`src/rtl/axi_mon_pkg.sv`:
```
// Shared constants and types for the AXI write-channel protocol monitor.
package axi_mon_pkg;

  localparam logic [2:0] ERR_WLAST_EARLY   = 3'd1;
  localparam logic [2:0] ERR_WLAST_MISSING = 3'd2;
  localparam logic [2:0] ERR_W_NO_AW       = 3'd3;
  localparam logic [2:0] ERR_OVERFLOW      = 3'd4;
  localparam logic [2:0] ERR_B_NO_W        = 3'd5;
  localparam logic [2:0] ERR_BID_MISMATCH  = 3'd6;
  localparam logic [2:0] ERR_BRESP         = 3'd7;

  typedef enum logic [1:0] {
    RESP_OKAY   = 2'b00,
    RESP_EXOKAY = 2'b01,
    RESP_SLVERR = 2'b10,
    RESP_DECERR = 2'b11
  } bresp_e;

  // IDs are carried zero-extended to a fixed width so the entry type is parameter-free.
  localparam int AW_ID_MAX = 16;

  typedef struct packed {
    logic [AW_ID_MAX-1:0] id;
    logic [7:0]           len;
  } aw_entry_t;

  function automatic logic [2:0] lowest_code(input logic [7:0] raised);
    lowest_code = 3'd0;
    for (int i = 7; i >= 1; i--) begin
      if (raised[i]) lowest_code = 3'(i);
    end
  endfunction

endpackage

```
`src/rtl/axi_mon_fifo.sv`:
```
// Synchronous FIFO with wrap-bit pointers; used for both AW and B tracking queues.
module axi_mon_fifo #(
  parameter int WIDTH = 8,
  parameter int DEPTH = 8
) (
  input  logic                     clk,
  input  logic                     rst,
  input  logic                     push,
  input  logic [WIDTH-1:0]         din,
  input  logic                     pop,
  output logic [WIDTH-1:0]         dout,
  output logic                     full,
  output logic                     empty,
  output logic [$clog2(DEPTH):0]   count
);

  localparam int PTR_W = $clog2(DEPTH);

  logic [PTR_W:0]   wr_ptr;
  logic [PTR_W:0]   rd_ptr;
  logic [WIDTH-1:0] mem [DEPTH];
  logic             do_push;
  logic             do_pop;

  always_comb begin
    empty   = (wr_ptr == rd_ptr);
    full    = (wr_ptr[PTR_W] != rd_ptr[PTR_W]) &&
              (wr_ptr[PTR_W-1:0] == rd_ptr[PTR_W-1:0]);
    count   = wr_ptr - rd_ptr;
    do_push = push && !full;
    do_pop  = pop && !empty;
    dout    = mem[rd_ptr[PTR_W-1:0]];
  end

  always_ff @(posedge clk) begin
    if (rst) begin
      wr_ptr <= '0;
      rd_ptr <= '0;
    end else begin
      if (do_push) wr_ptr <= wr_ptr + 1'b1;
      if (do_pop)  rd_ptr <= rd_ptr + 1'b1;
    end
  end

  // Storage is data only; validity is carried entirely by the pointers.
  always_ff @(posedge clk) begin
    if (do_push) mem[wr_ptr[PTR_W-1:0]] <= din;
  end

endmodule

```
`src/rtl/axi_wr_monitor.sv`:
```
// Passive AXI write-channel checker: tracks AW/W/B ordering, flags protocol errors
// and keeps saturating completion statistics.
module axi_wr_monitor #(
  parameter int ID_W    = 4,
  parameter int DATA_W  = 64,
  parameter int MAX_OUT = 8,
  parameter int CNT_W   = 16
) (
  input  logic                      clk,
  input  logic                      rst,
  input  logic [ID_W-1:0]           AWID,
  input  logic [7:0]                AWLEN,
  input  logic                      AWVALID,
  input  logic                      AWREADY,
  input  logic                      WLAST,
  input  logic                      WVALID,
  input  logic                      WREADY,
  input  logic [ID_W-1:0]           BID,
  input  logic [1:0]                BRESP,
  input  logic                      BVALID,
  input  logic                      BREADY,
  output logic                      err_valid,
  output logic [2:0]                err_code,
  output logic [7:0]                err_sticky,
  output logic [$clog2(MAX_OUT):0]  outstanding,
  output logic [CNT_W-1:0]          wr_done_cnt,
  output logic [CNT_W-1:0]          wr_err_cnt
);

  import axi_mon_pkg::*;

  localparam int OUT_W = $clog2(MAX_OUT) + 1;

  if ((DATA_W % 8) != 0 || MAX_OUT < 2 || (MAX_OUT & (MAX_OUT - 1)) != 0 ||
      ID_W > AW_ID_MAX) begin : g_param_check
    $error("axi_wr_monitor: unsupported parameter combination");
  end

  function automatic logic [CNT_W-1:0] sat_inc(input logic [CNT_W-1:0] v);
    return (&v) ? v : v + 1'b1;
  endfunction

  logic                 aw_hs, w_hs, b_hs;
  logic                 aw_full, aw_empty, b_full, b_empty;
  logic [OUT_W-1:0]     aw_count, b_count;
  aw_entry_t            aw_in, aw_dout, aw_head;
  logic [AW_ID_MAX-1:0] b_dout;
  logic [7:0]           beat;
  logic                 aw_drop, aw_ok, burst_open, w_use, last_exp, burst_close;
  logic                 aw_push, aw_pop, b_push, b_pop;
  logic [7:0]           err_raise;

  always_comb begin
    aw_hs       = AWVALID && AWREADY;
    w_hs        = WVALID && WREADY;
    b_hs        = BVALID && BREADY;
    // Every accepted burst sits in exactly one queue until its B arrives.
    outstanding = aw_count + b_count;
    aw_in       = '{id: AW_ID_MAX'(AWID), len: AWLEN};
    aw_drop     = aw_hs && (outstanding == OUT_W'(MAX_OUT) || aw_full);
    aw_ok       = aw_hs && !aw_drop;
    aw_head     = aw_empty ? aw_in : aw_dout;
    burst_open  = !aw_empty || aw_ok;
    w_use       = w_hs && burst_open;
    last_exp    = (beat == aw_head.len);
    burst_close = w_use && (WLAST || last_exp);
    // A bypassed burst that also closes skips the AW queue and goes straight to B.
    aw_push     = aw_ok && !(burst_close && aw_empty);
    aw_pop      = burst_close && !aw_empty;
    b_push      = burst_close && !b_full;
    b_pop       = b_hs && !b_empty;

    err_raise                    = '0;
    err_raise[ERR_WLAST_EARLY]   = w_use && WLAST && !last_exp;
    err_raise[ERR_WLAST_MISSING] = w_use && last_exp && !WLAST;
    err_raise[ERR_W_NO_AW]       = w_hs && !burst_open;
    err_raise[ERR_OVERFLOW]      = aw_drop;
    err_raise[ERR_B_NO_W]        = b_hs && b_empty;
    err_raise[ERR_BID_MISMATCH]  = b_pop && (b_dout != AW_ID_MAX'(BID));
    err_raise[ERR_BRESP]         = b_hs && (BRESP == RESP_SLVERR || BRESP == RESP_DECERR);
  end

  axi_mon_fifo #(.WIDTH($bits(aw_entry_t)), .DEPTH(MAX_OUT)) u_aw_fifo (
    .clk   (clk),
    .rst   (rst),
    .push  (aw_push),
    .din   (aw_in),
    .pop   (aw_pop),
    .dout  (aw_dout),
    .full  (aw_full),
    .empty (aw_empty),
    .count (aw_count)
  );

  axi_mon_fifo #(.WIDTH(AW_ID_MAX), .DEPTH(MAX_OUT)) u_b_fifo (
    .clk   (clk),
    .rst   (rst),
    .push  (b_push),
    .din   (aw_head.id),
    .pop   (b_pop),
    .dout  (b_dout),
    .full  (b_full),
    .empty (b_empty),
    .count (b_count)
  );

  // Registered stage: errors and statistics appear one cycle after the handshake.
  always_ff @(posedge clk) begin
    if (rst) begin
      beat        <= '0;
      err_valid   <= 1'b0;
      err_code    <= '0;
      err_sticky  <= '0;
      wr_done_cnt <= '0;
      wr_err_cnt  <= '0;
    end else begin
      if (burst_close)  beat <= '0;
      else if (w_use)   beat <= beat + 8'd1;
      err_valid  <= |err_raise;
      err_code   <= lowest_code(err_raise);
      err_sticky <= err_sticky | err_raise;
      if (b_hs) begin
        if (err_raise[ERR_BRESP]) wr_err_cnt  <= sat_inc(wr_err_cnt);
        else                      wr_done_cnt <= sat_inc(wr_done_cnt);
      end
    end
  end

endmodule

```
`config.mk`:
```
export PLATFORM = sky130hd
export DESIGN_NAME = axi_wr_monitor
export DESIGN_NICKNAME = d
export VERILOG_FILES = /design/src/rtl/axi_mon_pkg.sv /design/src/rtl/axi_mon_fifo.sv /design/src/rtl/axi_wr_monitor.sv
export SDC_FILE = /design/constraint.sdc
export NUM_CORES = 1
export LEC_CHECK = 0
export ABC_AREA = 1
export CELL_PAD_IN_SITES_DETAIL_PLACEMENT = 0
export CELL_PAD_IN_SITES_GLOBAL_PLACEMENT = 1
export CORE_ASPECT_RATIO = 2
export CORE_MARGIN = 1.5
export CORE_UTILIZATION = 45
export CTS_CLUSTER_SIZE = 25
export DETAILED_ROUTE_END_ITERATION = 10
export PLACE_DENSITY = 0.86
export SKIP_LAST_GASP = 1
export SLEW_MARGIN = 5
export SYNTH_ARGS = -nofsm -noshare
export SYNTH_HDL_FRONTEND = slang
export SYNTH_SLANG_ARGS = --single-unit
```
`constraint.sdc`:
```
create_clock -name clk -period 4.8 [get_ports clk]
set_input_delay 0.96 -clock clk [delete_from_list [all_inputs] [get_ports clk]]
set_output_delay 0.96 -clock clk [all_outputs]
set_load 0.1 [all_outputs]
```
==> results.md, run 1 <==
- Outcome: finished clean
- Switching component of the power: about 970 uW
- Hold buffer count at CTS: 0
- Number of enable-type register cells in the synthesized netlist: 128
- Count of warnings emitted by yosys: 0
- Fraction of power consumed by combinational cells: 0.113
- Multi-input gate area in the final layout: roughly 3400 um2
- Routed WL: 21600 um
- FF+latch count, synth: around 200
- Most instantiated library cell after synthesis: sky130_fd_sc_hd__nand2_1
- Cell count after synthesis: 1031
- Startpoint Class: flip-flop
- Port bufs: between 70 and 80
- Core Footprint: 20500 um2
- Biggest fanout along the worst timing path: 12
- Max Clock Skew: ~18 ps
- Num Clock Sinks: about 200
- Flip-flop cell with the highest count after synthesis: sky130_fd_sc_hd__edfxtp_1
- Final setup TNS: 0 ps
- Relative slew slack: 0.232
- Antenna-violating nets left: 0
- Number of pins with negative max-slew slack in the final report: 0
- Floorplan die area: 21800 um2
- Maximum number of pins on one net before global-route repair: 50
- Top achievable clock speed: roughly 0.23 GHz
- # resized after CTS: 0
- Final Hold Slack: 450 ps
- GR Overflow Total: 0
- Setup repair after global routing missed its margin: false
- Cell area after synthesis: about 9400 um2
- Number of fill cells in the layout: 1877
- Sum of net half-perimeters after detailed placement: approximately 15000 um
- Worst skew pair latency: 490 ps
- Starting DRC count in detailed routing: ~300
- Number of buffers inserted to repair setup after CTS: 0
- Std cell rows: between 70 and 80
- Number of maximum-capacitance constraint violations: 0
- DIE HEIGHT: 207 um
- Clock network power share: 0.407
- Wire length of the first global-routing pass: between 30000 and 40000 um
- Total DRC errors in the routed layout: 0
- WL per Instance: about 16 um
- Number of I/O pins: 75
- Final hold viol count: 0
- Total nets after synthesis: 1075
- Final-report setup violation count: 0
- Share of the synthesized area in the top cell type: 0.409
- Required time at the worst-slack endpoint: roughly 5000 ps
- Average via count per standard cell: just over 5
- Fraction of layout instances using a drive strength above 1: 0.0807
- Crit Path Class: reg2reg
- Number of cells after detailed placement: between 1000 and 1500
- H-tree levels: 1
- Critical Path AT: 4500 ps
- Leakage Power: around 0.0043 uW
- First-pass detailed-route iteration total: 4
- Routability Congestion: between 0.7 and 0.8
- Number of antenna violations at the first check in global routing: 0
- Proportion of total power due to net switching: 0.244
- Hold Crit Class: reg2reg
- Overall track demand over capacity in global routing: 0.198
- Final WS setup: 463 ps
- Worst setup EP type: flip-flop
- Worst setup timing slack at the placement stage: ~440 ps
- Share of the cycle needed by the critical path after routing: 0.903
- Clock Path Buffers: 3
- Synth top cells by count: sky130_fd_sc_hd__nand2_1 (246), sky130_fd_sc_hd__edfxtp_1 (128), sky130_fd_sc_hd__inv_1 (119)
- Die width: about 110 um
- Initial cell density of the core: 0.459
- Clock tree from TritonCTS: done
- Avg Synthesized Cell Area: 9.11 um2
- Distinct cell type count after synthesis: 53
- Final instance area: about 11000 um2
- Internal power component: slightly below 3000 uW
- Number of global-route vias before repair: 7012
- Slew at the pin with the worst max-slew slack: about 1200 ps
- Clock transition time at the flip-flop clock pins of the worst setup and hold paths: about 60 ps
- Post-synth top area cell: sky130_fd_sc_hd__edfxtp_1
- Root Buffer: sky130_fd_sc_hd__clkbuf_16
- Largest cells by area after synthesis: sky130_fd_sc_hd__edfxtp_1 (41%), sky130_fd_sc_hd__dfxtp_1 (16%), sky130_fd_sc_hd__nand2_1 (9.8%), sky130_fd_sc_hd__inv_1 (4.8%), sky130_fd_sc_hd__nand3_1 (4.5%)
- Seq/Total Area, Yosys: 0.565
- Power per standard cell area: between 300 and 400 nW/um2
- Final period demand of the worst path: 4340 ps
- Placed standard-cell area: 10300 um2
- Proportion of power drawn by flip-flops and latches: 0.479
- Routed via count: roughly 7000
- Number of diodes added for antenna fixing: 0
- Highest ir drop seen on vdd: between 200 and 300 uV
- Final instance count without filler cells: 1381
- Number of nets at the end of the flow: between 1000 and 1500
- Fraction of registers with async set/reset: 0
- Register Area: between 5000 and 6000 um2
- Num CTS Buffers: 18
- Area added between synthesis and finish: 17.2%
==> placed cells by master (no fill, tap or decap), types with 6 or more instances in the layout <==
cell type / netlist / layout
sky130_fd_sc_hd__clkdlybuf4s50_1: 0 / 68
sky130_fd_sc_hd__buf_4: 3 / 19
sky130_fd_sc_hd__inv_1: 119 / 119
sky130_fd_sc_hd__nand3_1: 85 / 85
sky130_fd_sc_hd__fa_1: 6 / 6
sky130_fd_sc_hd__edfxtp_1: 128 / 128
sky130_fd_sc_hd__o221ai_1: 8 / 8
sky130_fd_sc_hd__dfxtp_1: 73 / 73
sky130_fd_sc_hd__nand3b_1: 6 / 6
sky130_fd_sc_hd__xor2_1: 13 / 13
sky130_fd_sc_hd__a21oi_1: 45 / 45
sky130_fd_sc_hd__nor3_1: 21 / 21
sky130_fd_sc_hd__ha_1: 11 / 11
sky130_fd_sc_hd__nand2_1: 246 / 246
sky130_fd_sc_hd__clkbuf_16: 0 / 19
sky130_fd_sc_hd__nand2_2: 11 / 11
sky130_fd_sc_hd__nor2_1: 103 / 103
sky130_fd_sc_hd__nand4_1: 8 / 8
sky130_fd_sc_hd__o21ai_0: 55 / 55
==> cell families (layout without fill, tap and decap cells) <==
| family | after synthesis | count (layout) | share of synthesized area |
|---|---|---|---|
| and+or+nand+nor | 507 | 507 | 0.241 |
| DFF | 201 | 201 | 0.565 |
| buffers and inverters | 162 | 246 | 0.0758 |
| AOI/OAI and AO/OA | 126 | 126 | 0.0750 |
| adders and majority gates | 17 | 17 | 0.0274 |
| xor gates and xnor gates | 17 | 17 | 0.0158 |
| other | 1 | 1 | 0.000399 |
==> power by group through the flow <==
stage | Combinational (uW) | Sequential, uW | Clock, uW
global placement | 445 | 1930 | 0
finish | 447 | 1890 | 1610
global route | 485 | 1900 | 1690
detailed placement | 449 | 1930 | 0
CTS | 452 | 1890 | 1640
floorplan | 273 | 1990 | 0
==> sequential cells by signal (all words and copies together), names as in the netlist, 3 cells and up, named ones only <==
register	flops
err_sticky	7
wr_done_cnt	16
err_code	3
u_b_fifo.wr_ptr	4
beat	8
wr_err_cnt	16
u_b_fifo.rd_ptr	4
u_aw_fifo.mem	96
u_aw_fifo.rd_ptr	4
u_aw_fifo.wr_ptr	4
u_b_fifo.mem	32
==> stage by stage <==
stage,utilization,total power [uW]
floorplan,-,2260
global placement,0.506,2380
detailed placement,0.506,2380
CTS,0.538,3980
global route,0.538,4070
finish,0.538,3950
==> per-layer routing <==
layer  global-route usage  vias up  routed length, um
li1                     -     3541                  -
met1                0.189     3249               7810
met2                0.400      133              12200
met3               0.0242       53                695
met4               0.0949        0                856
met5                    0        -                  0
==> layout make-up <==
type	count	area share
clock buffers	20	0.0435
clock inverters	12	0.0166
inverters	127	0.0452
multi-input cells	668	0.308
flip-flops and latches	201	0.482
well taps	266	0.0302
repair buffers	87	0.0748
==> critical path, stage by stage, from the launching register on <==
cell	delay [ps]
sky130_fd_sc_hd__dfxtp_1	430
sky130_fd_sc_hd__inv_2	100
sky130_fd_sc_hd__fa_1	550
sky130_fd_sc_hd__inv_1	50
sky130_fd_sc_hd__fa_1	420
sky130_fd_sc_hd__inv_1	70
sky130_fd_sc_hd__ha_1	160
sky130_fd_sc_hd__inv_1	60
sky130_fd_sc_hd__fa_1	410
sky130_fd_sc_hd__xnor2_2	170
sky130_fd_sc_hd__nor3_1	140
sky130_fd_sc_hd__nand3_1	170
sky130_fd_sc_hd__nand3_1	140
sky130_fd_sc_hd__nand2_1	60
sky130_fd_sc_hd__nand2_1	280
sky130_fd_sc_hd__inv_8	100
sky130_fd_sc_hd__nand3_4	140
sky130_fd_sc_hd__nand2_4	70
sky130_fd_sc_hd__inv_2	80
sky130_fd_sc_hd__nand2_2	60
sky130_fd_sc_hd__nor2_1	100
sky130_fd_sc_hd__buf_4	250
==> path summary, 6_finish.rpt <==
kind | startpoint | slack (ps) | cells past startpoint | endpoint
max | u_aw_fifo.rd_ptr[0] | 460 | 21 | u_aw_fifo.mem[6][1]
min | err_sticky[1] | 450 | 2 | err_sticky[1]
max reg2reg | u_aw_fifo.rd_ptr[0] | 460 | 21 | u_aw_fifo.mem[6][1]
min reg2reg | err_sticky[1] | 450 | 2 | err_sticky[1]
(Power assumes the default switching activity.)
==> run 2: changes to the inputs <==
--- a/config.mk
+++ b/config.mk
@@ -13,6 +13,7 @@
 export CORE_UTILIZATION = 45
 export CTS_CLUSTER_SIZE = 25
 export DETAILED_ROUTE_END_ITERATION = 10
+export GPL_ROUTABILITY_DRIVEN = 0
 export PLACE_DENSITY = 0.86
 export SKIP_LAST_GASP = 1
 export SLEW_MARGIN = 5
==> results of run 2 <==
The final DEF is identical to that of run 1; final timing and power are the same.
==> run 3: changes to the inputs <==
--- a/config.mk
+++ b/config.mk
@@ -10,11 +10,12 @@
 export CELL_PAD_IN_SITES_GLOBAL_PLACEMENT = 1
 export CORE_ASPECT_RATIO = 2
 export CORE_MARGIN = 1.5
-export CORE_UTILIZATION = 45
+export CORE_UTILIZATION = 47
+export CTS_BUF_LIST = sky130_fd_sc_hd__clkbuf_4 sky130_fd_sc_hd__clkbuf_8
 export CTS_CLUSTER_SIZE = 25
 export DETAILED_ROUTE_END_ITERATION = 10
 export GPL_ROUTABILITY_DRIVEN = 0
-export PLACE_DENSITY = 0.86
+export PLACE_DENSITY = 0.89
 export SKIP_LAST_GASP = 1
 export SLEW_MARGIN = 5
 export SYNTH_ARGS = -nofsm -noshare
==> run 3 against run 2 <==
Wire length down 0.80%. Sequential cell count is the same. Largest power group unchanged. Power decreased by 8.2%. Sequential power hardly changed. Fmax decreased by 0.18%. First-iteration DRC count fell by 11%. Design area shrank 1.3%. Via count increased by 1.9%. Clock power shrank 20%. Worst hold slack lost 0.59 ps. Global-route usage rose by 1.5 points.
==> results.md, run 3 (synthesis gave the netlist of run 1 again) <==
- Outcome: finished clean
- Num CTS Buffers: 27 (+9)
- Number of flip-flops under the largest register name: 96 (unchanged)
- Number of maximum-capacitance constraint violations: 0 (unchanged)
- DIE HEIGHT: 203 um (-2.1%)
- Sum of net half-perimeters after detailed placement: 15300 um (+0.27%)
- Switching component of the power: 975 uW (+1.0%)
- Most common cell on crit path: sky130_fd_sc_hd__inv_1
- Critical Path AT: 4580 ps (+80 ps)
- Hold buffer count at CTS: 0 (unchanged)
- Crit path largest cell delay: 540 ps (about the same)
- Top achievable clock speed: 0.230 GHz (-0.18%)
- First-pass detailed-route iteration total: 5 (+1)
- Power per standard cell area: 334 nW/um2 (-7.0%)
- Routed WL: 21400 um (-0.80%)
- Clock network power share: 0.355 (-0.052)
- Relative slew slack: 0.326 (+0.0945)
- Startpoint Class: flip-flop
- Setup repair after global routing missed its margin: false
- WL per Instance: 15.4 um (-1.7%)
- Sum of buffers and inverters on the critical path: 8 (+1)
- Num Clock Sinks: 201 (unchanged)
- Average via count per standard cell: 5.10 (+1.0%)
- Most common library cell in the layout ignoring fill and taps: sky130_fd_sc_hd__nand2_1
- Total DRC errors in the routed layout: 0 (unchanged)
- Final-report setup violation count: 0 (unchanged)
- Placed standard-cell area: 10300 um2 (-0.12%)
- Routed via count: 7110 (+1.9%)
- Category of cells accounting for the largest share of critical-path delay: adder cells
- Number of I/O pins: 75 (unchanged)
- Hold Crit Class: reg2reg
- Number of diodes added for antenna fixing: 0 (unchanged)
- Number of stages on the worst setup path: 21 (unchanged)
- Worst setup startpoint: u_aw_fifo.rd_ptr[0]
- Root Buffer: sky130_fd_sc_hd__clkbuf_8
- Required time at the worst-slack endpoint: 5040 ps (+80 ps)
- Worst reg2reg endpoint: u_aw_fifo.mem[6][8]
- Share of the cycle needed by the critical path after routing: 0.905 (+0.00163)
- Floorplan die area: 20900 um2 (-4.2%)
- Final hold viol count: 0 (unchanged)
- Maximum number of pins on one net before global-route repair: 50 (unchanged)
- Fraction of layout instances using a drive strength above 1: 0.0911 (+0.0104)
- Core Footprint: 19700 um2 (-3.6%)
- Port bufs: 72 (unchanged)
- Final setup TNS: 0 ps (unchanged)
- Critical Path End: u_aw_fifo.mem[6][8]
- H-tree levels: 1 (unchanged)
- Source of the worst register-to-register timing path: u_aw_fifo.rd_ptr[0]
- Worst setup EP type: flip-flop
- Antenna-violating nets left: 0 (unchanged)
- Clock tree from TritonCTS: done
- Library cell contributing the largest single delay on the critical path: sky130_fd_sc_hd__fa_1
- Worst reg-to-reg setup slack: 460 ps (about the same)
- Biggest fanout along the worst timing path: 12 (unchanged)
- Starting DRC count in detailed routing: 269 (-11%)
- Number of antenna violations at the first check in global routing: 0 (unchanged)
- Internal power component: 2650 uW (-11%)
- Initial cell density of the core: 0.476 (+0.0171)
- Number of pins with negative max-slew slack in the final report: 0 (unchanged)
- Overall track demand over capacity in global routing: 0.212 (+0.0147)
- Wire length of the first global-routing pass: 34100 um (-0.66%)
- Proportion of total power due to net switching: 0.269 (+0.0246)
- Cell Chain, Critical Path: inv_2 > fa_1 > inv_1 > fa_1 > inv_1 > ha_1 > inv_1 > fa_1 > inv_1 > nor3_1 > nand3_1 > nand3_1 > nand2_1 > nand2_1 > inv_8 > nand3_4 > nand2_4 > inv_2 > nand2_2 > nor2_1 > buf_4
- Leakage Power: 0.00423 uW (-1.0%)
- Highest ir drop seen on vdd: 268 uV (+1.9%)
- Number of nets at the end of the flow: 1155 (+0.70%)
- Final instance area: 10900 um2 (-1.3%)
- Path depth of the worst reg2reg path: 21 (unchanged)
- Proportion of power drawn by flip-flops and latches: 0.522 (+0.043)
- Area added between synthesis and finish: 15.6%
- Final period demand of the worst path: 4340 ps (+7.82 ps)
- Fraction of power consumed by combinational cells: 0.123 (+0.010)
- Number of fill cells in the layout: 1826 (-2.7%)
- Max Clock Skew: 11.2 ps (-7.06 ps)
- Commonest cells after routing, fill and taps aside: sky130_fd_sc_hd__nand2_1 (246), sky130_fd_sc_hd__edfxtp_1 (128), sky130_fd_sc_hd__inv_1 (119), sky130_fd_sc_hd__nor2_1 (103), sky130_fd_sc_hd__nand3_1 (85)
- Slew at the pin with the worst max-slew slack: 1010 ps (-144 ps)
- Die width: 103 um (-2.1%)
- Clock transition time at the flip-flop clock pins of the worst setup and hold paths: 70 ps (about the same)
- Number of buffers inserted to repair setup after CTS: 0 (unchanged)
- Number of global-route vias before repair: 6953 (-0.84%)
- Worst skew pair latency: 550 ps (+60 ps)
- Std cell rows: 73 (-1.4%)
- Crit Path Class: reg2reg
- GR Overflow Total: 0 (unchanged)
- # resized after CTS: 0 (unchanged)
- Clock Path Buffers: 3 (unchanged)
-- run 3: worst register-to-register path, cell delays in order (launching register included) --
cell and delay [ps]:
sky130_fd_sc_hd__dfxtp_1 440, sky130_fd_sc_hd__inv_2 90, sky130_fd_sc_hd__fa_1 540, sky130_fd_sc_hd__inv_1 50, sky130_fd_sc_hd__fa_1 430, sky130_fd_sc_hd__inv_1 70
sky130_fd_sc_hd__ha_1 160, sky130_fd_sc_hd__inv_1 60, sky130_fd_sc_hd__fa_1 480, sky130_fd_sc_hd__inv_1 50, sky130_fd_sc_hd__nor3_1 200, sky130_fd_sc_hd__nand3_1 160
sky130_fd_sc_hd__nand3_1 140, sky130_fd_sc_hd__nand2_1 60, sky130_fd_sc_hd__nand2_1 300, sky130_fd_sc_hd__inv_8 110, sky130_fd_sc_hd__nand3_4 150, sky130_fd_sc_hd__nand2_4 70
sky130_fd_sc_hd__inv_2 80, sky130_fd_sc_hd__nand2_2 70, sky130_fd_sc_hd__nor2_1 90, sky130_fd_sc_hd__buf_4 250
-- run 3: worst min path at each step --
| stage | start | end | slack (ps) | cells past startpoint |
|---|---|---|---|---|
| CTS | err_sticky[1] | err_sticky[1] | 450 | 2 |
| detailed placement | err_sticky[1] | err_sticky[1] | 440 | 2 |
| global placement | err_sticky[1] | err_sticky[1] | 440 | 2 |
| floorplan | beat[7] | beat[7] | 450 | 2 |
| global route | err_sticky[4] | err_sticky[4] | 480 | 2 |
| finish | err_sticky[1] | err_sticky[1] | 450 | 2 |
-- run 3: power groups by stage --
| stage | registers, uW | logic, uW | clock network (uW) |
|---|---|---|---|
| after global placement | 1930 | 443 | 0 |
| after floorplan | 1990 | 273 | 0 |
| after detailed placement | 1930 | 448 | 0 |
| final | 1890 | 445 | 1290 |
| after CTS | 1890 | 450 | 1310 |
| after global routing | 1900 | 484 | 1380 |
-- run 3: final cells by class --
cell class	instances	area, um2	share of cell area
repair buffers	86	816	0.0751
flip-flops and latches	201	5310	0.488
inverters	127	498	0.0458
multi-input cells	668	3390	0.312
clock buffers	34	437	0.0402
well taps	262	328	0.0302
clock inverters	15	95.1	0.00875
-- run 3: layer usage --
metal	routed length [um]	vias to the layer above	track usage
met4	889	0	0.0975
met1	7500	3325	0.209
met3	846	52	0.0272
met5	0	-	0
met2	12200	163	0.418
li1	-	3570	-
-- run 3: per-stage QoR --
step	utilization	power [uW]	hold slack [ps]	setup WS (ps)	cells
2_1_floorplan	-	2260	451	115	1031
3_3_place_gp	0.524	2370	436	485	1344
3_5_place_dp	0.524	2380	444	413	1344
4_1_cts	0.551	3660	454	384	1393
5_1_grt	0.551	3760	478	103	1393
6_report	0.551	3620	449	456	1393
